==> src/rtl/fetch_unit.sv <==
// Instruction fetch stage: owns the PC, issues one imem request at a time and holds the
// returned word for decode. Define FETCH_MISALIGN_CHECK_EN to trap misaligned branch targets.
module fetch_unit #(
    parameter int              XLEN     = 32,
    parameter logic [XLEN-1:0] RESET_PC = 32'h0000_0000
) (
    input  logic            clk,
    input  logic            rst,
    output logic            imem_req_valid,
    input  logic            imem_req_ready,
    output logic [XLEN-1:0] imem_addr,
    input  logic            imem_rsp_valid,
    input  logic [XLEN-1:0] imem_rsp_data,
    output logic            instr_valid,
    output logic [XLEN-1:0] instr,
    output logic [XLEN-1:0] pc,
    output logic [XLEN-1:0] pc_plus_4,
    input  logic            decode_ready,
    input  logic            pc_source,
    input  logic [XLEN-1:0] pc_target,
    output logic            fetch_fault
);

    typedef enum logic [2:0] {
        S_IDLE,
        S_REQ,
        S_WAIT,
        S_HOLD,
        S_FAULT
    } state_t;

    localparam logic [XLEN-1:0] NOP       = 32'h0000_0013;
    localparam logic [XLEN-1:0] ALIGN_MSK = ~{{(XLEN-2){1'b0}}, 2'b11};

    state_t          state;
    state_t          state_next;
    logic            load_pc;
    logic            load_instr;
    logic [XLEN-1:0] pc_next;

    assign pc_plus_4      = pc + XLEN'(4);
    assign imem_addr      = pc;
    assign imem_req_valid = (state == S_REQ);
    assign instr_valid    = (state == S_HOLD);

`ifdef FETCH_MISALIGN_CHECK_EN
    assign fetch_fault = (state == S_FAULT);
`else
    assign fetch_fault = 1'b0;
`endif

    always_comb begin
        state_next = state;
        load_pc    = 1'b0;
        load_instr = 1'b0;
        pc_next    = pc_plus_4;
        case (state)
            S_IDLE: state_next = S_REQ;
            S_REQ: begin
                if (imem_req_ready) state_next = S_WAIT;
            end
            S_WAIT: begin
                if (imem_rsp_valid) begin
                    load_instr = 1'b1;
                    state_next = S_HOLD;
                end
            end
            S_HOLD: begin
                if (decode_ready) begin
                    // Taken targets are word-aligned before use; with the check enabled a
                    // misaligned target traps instead and the PC is left untouched.
`ifdef FETCH_MISALIGN_CHECK_EN
                    if (pc_source && (pc_target[1:0] != 2'b00)) begin
                        state_next = S_FAULT;
                    end else begin
                        load_pc    = 1'b1;
                        pc_next    = pc_source ? (pc_target & ALIGN_MSK) : pc_plus_4;
                        state_next = S_REQ;
                    end
`else
                    load_pc    = 1'b1;
                    pc_next    = pc_source ? (pc_target & ALIGN_MSK) : pc_plus_4;
                    state_next = S_REQ;
`endif
                end
            end
            S_FAULT: state_next = S_FAULT;
            default: state_next = S_IDLE;
        endcase
    end

    always_ff @(posedge clk or posedge rst) begin
        if (rst) begin
            state <= S_IDLE;
            pc    <= RESET_PC;
            instr <= NOP;
        end else begin
            state <= state_next;
            if (load_pc)    pc    <= pc_next;
            if (load_instr) instr <= imem_rsp_data;
        end
    end

endmodule

==> config.mk <==
export PLATFORM = sky130hd
export DESIGN_NAME = fetch_unit
export DESIGN_NICKNAME = d
export VERILOG_FILES = /design/src/rtl/fetch_unit.sv
export SDC_FILE = /design/constraint.sdc
export NUM_CORES = 1
export LEC_CHECK = 0
export ABC_CLOCK_PERIOD_IN_PS = 2300
export BUFFER_PORTS_ARGS = -buffer_cell sky130_fd_sc_hd__buf_2
export CAP_MARGIN = 20
export CORE_ASPECT_RATIO = 0.5
export CORE_MARGIN = 2
export CORE_UTILIZATION = 40
export CTS_CLUSTER_DIAMETER = 40
export DETAILED_ROUTE_END_ITERATION = 16
export PLACE_DENSITY = 0.72
export REMOVE_ABC_BUFFERS = 1
export SYNTH_ARGS = -nofsm -noshare
export SYNTH_HDL_FRONTEND = slang
export SYNTH_SLANG_ARGS = --single-unit
==> constraint.sdc <==
create_clock -name clk -period 2.3 [get_ports clk]
set_clock_uncertainty 0.05 [all_clocks]
set_input_delay 0.115 -clock clk [delete_from_list [all_inputs] [get_ports clk]]
set_output_delay 0.115 -clock clk [all_outputs]
set_load 0.05 [all_outputs]
## Yosys cells after proc, flatten, opt, wreduce, memory -nomap -nowiden

Index checks and enable logic that the tools add are counted.

- Flip-flop bits (word level): 67

- Mux-type cells: 11
- Equal/unequal tests: 7
- Reduce and logical (&&, ||, !) cells: 2
- $add $sub $neg: 1

Operators by type and width:

| operator | number |
|---|---|
| $mux W32 | 3 |
| $add A32 B3 Y32 const B | 1 |
| $pmux W3 S5 | 1 |
| $mux W3 | 3 |
| $eq A3 B2 Y1 const B | 2 |
| $mux W1 | 4 |
| $ne A2 B1 Y1 const B | 2 |
| $eq A3 B1 Y1 const B | 1 |
| $eq A3 B3 Y1 const B | 1 |
| $logic_not A3 Y1 | 1 |
| $reduce_and A3 Y1 | 1 |
| $ne A2 B2 Y1 const B | 1 |

## Logic depth before layout (Yosys ltp)

- Depth in word-level cells: 4
- Mapped depth: 7

## Worst setup path before layout

No wires, ideal clock.

- Path kind: register -> output
- Start point: register pc[2] (netlist: imem_addr[2])
- End point: output port pc_plus_4[30]
- Stages on the path, launching flop included: 6
- Setup slack: -0.602 ns
- Arrival: 2.737 ns
- Path buffers: 0
- Required time: 2.135 ns
- Path through: dfrtp_1 > ha_1 > and2_1 > nand4_1 > or4b_4 > xnor2_1

- Cells in the longest elaborated chain, start to end: 1

Ends and longest elaborated chain:

| element | RTL line | text |
|---|---|---|
| from (decl) | 16 | `output logic [XLEN-1:0] pc,` |
| from (signal assigned) | 99 | `if (load_pc) pc <= pc_next;` |
| $add A32 B3 Y32 | 41 | `assign pc_plus_4 = pc + XLEN'(4);` |
| to (decl) | 17 | `output logic [XLEN-1:0] pc_plus_4,` |

No other way between the ends.

## Worst setup path after layout

- Start point: register pc[15] (netlist: imem_addr[15])
- End point: output port pc_plus_4[29]

Same word-level chain as after synthesis.

==> summary.txt <==
Clocking
  – H-tree depth: 3
  – CTS tree: built
  – CTS Buf Count: 9
  – Root Buffer: clkbuf_16
  – Max Root-Sink Buffers: 2
  – Worst-Skew Late Latency: ~0.33 ns
  – CTS sink cnt: 65
  – Clk pin slew, worst setup/hold paths: ~0.060 ns

Layout
  – Inserted Diodes: 0
  – # nets final: between 600 and 700
  – Area Growth Syn to Fin: 47.7%
  – Fraction of layout cells with a size suffix above 1: around half
  – Final Util: around three fifths
  – Fill cells: 790
  – Post-route cell area: around 5800 um2
  – Layout Cells excl Fill: roughly 770

Critical path
  – Worst stage delay on the critical path: about 0.57 ns
  – Crit path cell chain: nand4_1 > or4_4 > and3b_2 > xor2_1 > buf_4
  – Worst EP arrival: between 2 and 2.5 ns
  – Cell family with most CP delay: simple AND/OR/NAND/NOR gates
  – Reg-to-Reg End: imem_addr[31]
  – Crit path depth: 5
  – Setup CP Type: flop to primary output
  – FF-to-FF Start: imem_addr[2]
  – Buf/Inv on CP: 1
  – Startpoint Class: flop
  – CP endpoint kind: primary output
  – R2r worst-path depth: 7
  – Worst Setup EP: pc_plus_4[29]
  – CP max FO: 3
  – Crit. Startpoint: imem_addr[15]
  – Slowest CP cell: or4_4
  – Critical Path RT: between 2 and 2.5 ns
  – R2r setup slk: about 0.2 ns

Route
  – Drt drc: 0
  – DR vias/cell: 5.09
  – TritonRoute pass-1 iters: 4
  – Wire per inst: approximately 15 um
  – Antenna viol nets, final: 0
  – Iter 0 DRT Violations: roughly 140
  – Routed WL: between 10,000 and 15,000 um
  – Vias post-DR: 3,896

Floorplanning
  – Core ar.: 9480 um2
  – Die area: 10,600 um2
  – Initial Util: 41.2%
  – # IOs: approximately 200
  – Die Width: around 140 um
  – Floorplan row count: 25
  – Die height: 73.9 um

STA
  – Slew @ Worst Pin: between 0.7 and 0.8 ns
  – Relative slew slack: 50.1%
  – Unrepaired setup endpoints after global routing: yes
  – Max Freq: between 0.4 and 0.5 GHz
  – Tcrit/Tclk final: 99.7%
  – Min Clock Period, post-route: 2.29 ns
  – Final Slew Violations: 0
  – Setup WS post-layout: approximately 0.0068 ns
  – Hold Vio Cnt, Final: 0
  – Final setup vio count: 0

Global route
  – Global-route wire length before repair: roughly 17,000 um
  – Vias in the first global route: roughly 3,500
  – Pin count of the biggest net entering global routing: 59
  – Congestion Overflow GR: 0
  – Initial antenna violation count: 0
  – Total GRT Usage: 20.8%

Place
  – Place WS: between 0.15 and 0.2 ns
  – Cells after DPL: 705
  – I/O Buffers: 191
  – Global placer's final weighted congestion: 0.834
  – Area post-placement: between 4000 and 5000 um2
  – Post-DP HPWL: around 7600 um

Status
  – Status: complete, no violations

Synth
  – Seq/Total Area, Yosys: a little over two fifths
  – Ys async rst share: 100%
  – Number of distinct library cells after synthesis: 53
  – Post-Syn Area: 3910 um2
  – Most used DFF post-synth: dfrtp_1
  – Syn Inst Count: 403
  – Synth Register Bits: 65
  – EDFF count, synth: 0
  – Syn_area_per_cell: 9.70 um2
  – Synth Warn #: 0

Hold path
  – Min-delay worst type: input port to flop

Job
  – Max_cap viols: 0
-- routing by layer --
| layer | wire [um] | GRT usage (%) | up-vias | share of wire (%) |
|---|---|---|---|---|
| met3 | 751 | 5.08 | 16 | 6.4 |
| met4 | 172 | 7.08 | 0 | 1.5 |
| met2 | 5950 | 36.5 | 151 | 50 |
| met5 | 0 | 0 | - | 0 |
| met1 | 4930 | 25.5 | 1882 | 42 |
| li1 | - | - | 1847 | - |
-- cell usage after synthesis (3+ instances only) --
cell type	instances	area [um2]
a2bb2oi_1	3	26.3
and4_1	5	43.8
xor2_1	12	105
inv_1	11	41.3
nor3_1	9	45.0
nand3_1	22	110
mux2i_1	4	40.0
a22oi_1	5	37.5
dfstp_2	3	78.8
and3_1	10	62.6
clkbuf_1	14	52.6
buf_2	7	35.0
nor3b_1	4	30.0
nor2_1	20	75.1
buf_4	39	293
o21ai_0	18	90.1
o22ai_1	3	18.8
mux2_2	32	360
xnor2_1	16	140
o22a_1	3	26.3
nand2_1	28	105
nand4_1	12	75.1
dfrtp_1	62	1550
a21oi_1	14	70.1
o311ai_0	3	26.3
or4_1	3	22.5
a31oi_1	4	25.0
nor4_1	4	25.0
o2bb2ai_1	3	26.3
-- logic make-up (layout without fill, tap and decap cells) --
group / count (synthesis) / count (layout) / synth area share (%)
and+or+nand+nor: 134 / 134 / 19.6
buffers and inverters: 73 / 295 / 11.0
AOI/OAI and AO/OA: 65 / 65 / 10.8
DFF: 65 / 65 / 41.7
muxes: 36 / 36 / 10.2
xor gates and xnor gates: 28 / 28 / 6.28
adders and majority gates: 1 / 1 / 0.320
other: 1 / 7 / 0.0960
-- worst min-delay path by stage --
stage,cells past startpoint,end,start
after global placement,2,instr[9],rst
after floorplan,2,imem_addr[2],pc_source
final,3,imem_addr[19],pc_target[19]
after CTS,3,imem_addr[19],pc_target[19]
after global routing,3,imem_addr[24],pc_target[24]
after detailed placement,2,instr[9],rst
-- repair_timing --
action / 4_1_cts / 5_1_grt
setup endpoints to repair: 16 / 15
hold buffers: 35 / 0
endpoints found under the hold margin: 57 / 0
setup buffers: 6 / 4
pin swaps: 5 / 6
resized for setup: 17 / 25
-- cell usage in the layout (no fill, tap or decap), drive strengths merged, types with 7 or more instances in the layout --
cell type    netlist  layout
a21oi             15      15
and3              10      10
buf               47     231
clkbuf            14      11
conb               1       7
dfrtp             62      62
dlygate4sd3        0      35
inv               11      12
mux2              32      32
nand2             28      28
nand3             22      22
nand4             14      14
nor2              20      20
nor3               9       9
o21ai             18      18
xnor2             16      16
xor2              12      12
-- final cells by class --
class                      instances  area [um2]  share of cell area, %
timing repair buffer             267        1660                   28.7
inverter                          12        45.0                  0.780
clock buffer                      10         239                   4.14
tap                              135         169                   2.93
multi-input combinational        271        1960                   34.0
clock inverter                     6        66.3                   1.15
sequential                        65        1630                   28.3
-- flip-flops by register name (all words and copies together) (netlist names) --
name / cells
instr: 32
imem_addr: 30
state: 3
-- tightest hold or removal path, cell delays in order --
cell and delay (ns):
buf_2 0.08, nand3_1 0.08, nand3_1 0.08
-- per-stage QoR --
step | hold WS (ns) | TNS, ns
final | 0.0212 | 0
after floorplan | 0.198 | -59.69
after global placement | 0.149 | 0
after global routing | 0.0377 | -0.119
after detailed placement | 0.150 | 0
after CTS | 0.0121 | 0
Power is not shown: default switching activity piles up to over one toggle a cycle in this logic, so the estimate is an artifact.
